File: src/rtl/bitwise_logic_pipe.sv
`default_nettype none
// ============================================================================
// Module   : bitwise_logic_pipe
// Brief    : Registered bitwise-op slice (NOT/AND/OR/XOR/NAND/NOR/XNOR/PASS)
//            feeding a 2-entry result queue with valid/ready handshakes on
//            both sides. The consumer may stall; in_ready depends only on
//            reset and the queue occupancy.
// Options  : BITWISE_LOGIC_PIPE_ZERO_FLAG_EN adds an out_zero port with a
//            per-entry (result == 0) flag that travels with each result.
// Revision : 1.0 - initial release
// ============================================================================
module bitwise_logic_pipe #(
    parameter int WIDTH = 16
) (
    input  logic             clock,
    input  logic             reset,
    input  logic             in_valid,
    output logic             in_ready,
    input  logic [2:0]       op,
    input  logic [WIDTH-1:0] a,
    input  logic [WIDTH-1:0] b,
    output logic             out_valid,
    input  logic             out_ready,
`ifdef BITWISE_LOGIC_PIPE_ZERO_FLAG_EN
    output logic             out_zero,
`endif
    output logic [WIDTH-1:0] out
);

    // Operation encodings
    localparam logic [2:0] c_OP_NOT  = 3'b000;
    localparam logic [2:0] c_OP_AND  = 3'b001;
    localparam logic [2:0] c_OP_OR   = 3'b010;
    localparam logic [2:0] c_OP_XOR  = 3'b011;
    localparam logic [2:0] c_OP_NAND = 3'b100;
    localparam logic [2:0] c_OP_NOR  = 3'b101;
    localparam logic [2:0] c_OP_XNOR = 3'b110;

    // Queue occupancy encodings (value 3 is unreachable)
    localparam logic [1:0] c_CNT_EMPTY = 2'd0;
    localparam logic [1:0] c_CNT_ONE   = 2'd1;
    localparam logic [1:0] c_CNT_FULL  = 2'd2;

    logic [1:0]       r_count;
    logic [WIDTH-1:0] r_head;
    logic [WIDTH-1:0] r_tail;
    logic [WIDTH-1:0] w_result;
    logic             w_accept;
    logic             w_pop;

    assign in_ready  = !reset && (r_count != c_CNT_FULL);
    assign out_valid = (r_count != c_CNT_EMPTY);
    assign out       = r_head;
    assign w_accept  = in_valid && in_ready;
    assign w_pop     = out_valid && out_ready;

    // Pure per-bit function of a, b and op; PASS is the fall-through case
    always_comb begin
        w_result = a;
        case (op)
            c_OP_NOT:  w_result = ~a;
            c_OP_AND:  w_result = a & b;
            c_OP_OR:   w_result = a | b;
            c_OP_XOR:  w_result = a ^ b;
            c_OP_NAND: w_result = ~(a & b);
            c_OP_NOR:  w_result = ~(a | b);
            c_OP_XNOR: w_result = ~(a ^ b);
            default:   w_result = a;
        endcase
    end

    // Two-entry FIFO: head is always the oldest result; tail only used when full.
    // State is written only on accept/pop, so X on idle inputs never lands here.
    always_ff @(posedge clock) begin
        if (reset) begin
            r_count <= c_CNT_EMPTY;
            r_head  <= '0;
            r_tail  <= '0;
        end else begin
            case (r_count)
                c_CNT_EMPTY: begin
                    if (w_accept) begin
                        r_head  <= w_result;
                        r_count <= c_CNT_ONE;
                    end
                end
                c_CNT_ONE: begin
                    if (w_accept && w_pop) begin
                        r_head <= w_result;
                    end else if (w_accept) begin
                        r_tail  <= w_result;
                        r_count <= c_CNT_FULL;
                    end else if (w_pop) begin
                        // head keeps its stale value; out_valid hides it
                        r_count <= c_CNT_EMPTY;
                    end
                end
                c_CNT_FULL: begin
                    if (w_pop) begin
                        r_head  <= r_tail;
                        r_count <= c_CNT_ONE;
                    end
                end
                default: r_count <= c_CNT_EMPTY;
            endcase
        end
    end

`ifdef BITWISE_LOGIC_PIPE_ZERO_FLAG_EN
    logic r_head_zero;
    logic r_tail_zero;
    logic w_result_zero;

    assign w_result_zero = (w_result == '0);
    assign out_zero      = r_head_zero;

    // Zero flags shadow the data entries move-for-move
    always_ff @(posedge clock) begin
        if (reset) begin
            r_head_zero <= 1'b0;
            r_tail_zero <= 1'b0;
        end else begin
            case (r_count)
                c_CNT_EMPTY: begin
                    if (w_accept) r_head_zero <= w_result_zero;
                end
                c_CNT_ONE: begin
                    if (w_accept && w_pop) r_head_zero <= w_result_zero;
                    else if (w_accept)     r_tail_zero <= w_result_zero;
                end
                c_CNT_FULL: begin
                    if (w_pop) r_head_zero <= r_tail_zero;
                end
                default: ;
            endcase
        end
    end
`endif

endmodule
`default_nettype wire

File: config.mk
export PLATFORM = sky130hd
export DESIGN_NAME = bitwise_logic_pipe
export DESIGN_NICKNAME = d
export VERILOG_FILES = /design/src/rtl/bitwise_logic_pipe.sv
export SDC_FILE = /design/constraint.sdc
export NUM_CORES = 1
export LEC_CHECK = 0
export BUFFER_PORTS_ARGS = -buffer_cell sky130_fd_sc_hd__buf_4
export CAP_MARGIN = 0
export CORE_MARGIN = 5
export CORE_UTILIZATION = 35
export DETAILED_ROUTE_END_ITERATION = 8
export GPL_TIMING_DRIVEN = 1
export MAX_ROUTING_LAYER = met4
export RECOVER_POWER = 25
export SLEW_MARGIN = 20
export SYNTH_ARGS = -nofsm -noshare
export SYNTH_HDL_FRONTEND = slang
export SYNTH_SLANG_ARGS = --single-unit
File: constraint.sdc
create_clock -name clock -period 2.6 [get_ports clock]
set_clock_uncertainty 0.2 [all_clocks]
set_input_delay 0.78 -clock clock [delete_from_list [all_inputs] [get_ports clock]]
set_output_delay 0.78 -clock clock [all_outputs]
set_load 0.01 [all_outputs]
==> run metrics <==
outcome finished, final reports clean; combinational power share 33.5%; crit path DAT 1.37 ns; fill cell instance count of the final layout 901; core area 0.00872 mm2; clk sinks 34; Psw 0.000486 W; crit path max fanout 9; Worst-Margin Slew 0.422 ns; GR Util All Layers 14.1%; worst IR drop on VDD 0.182 mV; Achievable Freq 426 MHz; P_int 0.00110 W; DRT antenna net count 0; DRC Markers 0; Pleak 1.72 nW; Hold Path Depth 2; Synth Net Count 447; via/cell ratio 5.16; vias in the first global route 2667; Post-synth EDFFs 0; Post-Synth Simple-Gate Area 15.1%; Util after Layout 43.1%; Most used DFF post-synth dfxtp_1; post-synthesis async set-or-reset flop share 0%; Tmin final 2.35 ns; Worst R2R Start r_count[1]; clock latency on the worst-skew pair 0.29 ns; clock share of power 28.8%; RePlAce Congestion 0.829; Max Cap Viol 0; max_slew headroom 71.6%; Worst Path Required 1.62 ns; Area growth syn-to-layout 19.4%; clock root cell clkbuf_8; Post-Layout Cell Count 541; post-synthesis xor/xnor area fraction 0%; commonest non-fill, non-tap cell in the layout buf_4; Hold EP r_tail[3]; commonest non-fill, non-tap cells in the layout 62 x buf_4, 39 x o21ai_0, 34 x inv_1, 34 x dfxtp_1, 32 x ha_1; Crit Path Category reg -> out; final setup fails 0; first-pass GRT wire length 12600 um; Gate Count Post-Synth 376; largest family of logic cells by synthesized area compound AO/OA/AOI/OAI gates; Max Slew Vio Count 0; Pre-antenna DRT Iters 5; die area 0.0110 mm2; CTS max path bufs 2; DP HPWL 5980 um; cts-stage hold buffer count 0; Yosys reg bits 34; area of the multi-input gates 0.00219 mm2; pwr dens 422 mW/mm2; 1st-iter DRT viols 118; hold_sp r_tail[3]; number of CTS-inserted buffers 5; Initial Util 36.1%; cell depth of the worst flop-to-flop path 5; final wirelength 7520 um; Switching Fraction 30.6%; RSZ-0062 raised after global routing no; worst r2r dst out[0]; crit start category flop; Cells after DPL 533; Final #Nets 503; Tcrit/Tclk final 90.3%; adder-cell area share of the yosys netlist 12.7%; CP endpoint kind output port; synth warn 0; CTS HTree Levels 2; post-synthesis cell type count 43; Register Area 681 um2; worst reg2reg setup slack 0.77 ns; initial antenna violation count 0; Chip Width 105 um; area of the mapped netlist 0.00315 mm2; antenna cells 0; post-synthesis compound-gate area fraction 21.6%; largest net degree at the start of global routing 22; I/O Pins 57; I/O Buffers 56; Setup Buffers After CTS 0; mux cell area share after synthesis 20.1%; register share of total power 37.7%; via count 2791; GRT Residual Overflow 0; Avg Synthesized Cell Area 8.37 um2; Seq/Total Area, Yosys 21.6%; num rows 34; CTS resizes 0; Hold Path Class reg -> reg; Die Y 105 um; share of layout cells above drive strength 1 21.2%; CTS tree yes; Avg WL per Cell 13.9 um; final hold violation count 0; CTS clk-pin slew, worst paths 0.07 ns
flip-flops by register name (all words and copies together), names as in the netlist:
register,cells
r_tail,16
r_count,2
out,16
cells by family (layout without fill, tap and decap cells):
group / after synthesis / in the layout
compound gates: 109 / 109
simple gates: 97 / 97
mux: 44 / 44
fa+ha+maj: 32 / 32
buf+inv: 60 / 117
flops: 34 / 34
metrics by stage:
stage               cell area, um2  hold WS [ns]  setup slack, ns  power [W]  setup TNS (ns)
floorplan                     3150         0.220            0.302   0.000958               0
global placement              3690         0.228           0.0803    0.00115               0
detailed placement            3690         0.237         -0.00870    0.00117        -0.00870
CTS                           3800         0.252            0.233    0.00163               0
global route                  3750         0.275            0.152    0.00169               0
finish                        3750         0.248            0.252    0.00159               0
final cells by class:
type / instances / area share, %
multi-input cells: 282 / 58.2
well taps: 108 / 3.60
inverters: 34 / 3.40
flip-flops and latches: 34 / 18.1
clock buffers: 8 / 2.93
repair buffers: 75 / 13.7
synthesized netlist by cell type (2+ instances only):
master / instances / area [um2]
o21ai_0: 39 / 195
dfxtp_1: 34 / 681
inv_1: 34 / 128
ha_1: 32 / 400
nand2_1: 30 / 113
mux2i_1: 23 / 230
a21oi_1: 21 / 105
nor2_1: 21 / 78.8
mux4_2: 12 / 270
nand2b_1: 12 / 75.1
clkbuf_1: 11 / 41.3
o21a_1: 10 / 75.1
buf_2: 8 / 40.0
and2_1: 7 / 43.8
mux2_2: 7 / 78.8
nor2b_1: 7 / 43.8
o22ai_1: 7 / 43.8
or3_1: 6 / 37.5
nand3_1: 5 / 25.0
a211oi_1: 4 / 30.0
a221oi_1: 3 / 26.3
a22o_1: 3 / 26.3
nand3b_1: 3 / 22.5
nor3_1: 3 / 15.0
o2111ai_1: 3 / 26.3
o211ai_1: 3 / 22.5
o21ai_1: 3 / 15.0
o22a_1: 3 / 26.3
o31ai_1: 3 / 22.5
a32o_1: 2 / 20.0
buf_1: 2 / 7.51
buf_4: 2 / 15.0
mux4_1: 2 / 52.6
nor3b_1: 2 / 15.0
critical path, cell delays in order (launching register included):
cell      delay (ns)
dfxtp_1         0.47
nand2b_1        0.23
nand2b_1        0.10
inv_1           0.13
buf_4           0.14
worst max path at each step:
stage | start | end | slack (ns)
floorplan | a[1] | out[1] | 0.30
CTS | reset | in_ready | 0.23
detailed placement | a[1] | out[1] | -0.009
finish | r_count[0] | in_ready | 0.25
global placement | a[1] | out[1] | 0.08
global route | r_count[0] | in_ready | 0.15
power groups by stage:
stage                     combinational (W)  clock, W  sequential, W
after floorplan                    0.000337         0       0.000621
after global placement             0.000541         0       0.000610
after detailed placement           0.000558         0       0.000611
after CTS                          0.000559  0.000467       0.000599
after global routing               0.000599  0.000483       0.000605
final                              0.000531  0.000457       0.000597
routing by layer:
layer	share of wire, %	vias up	global-route usage, %
met5	0	-	-
met4	1.6	0	4.38
met3	4.7	8	2.34
met2	45	58	21.0
met1	49	1267	19.4
li1	-	1458	-
Power figures use the tool's default switching activity.
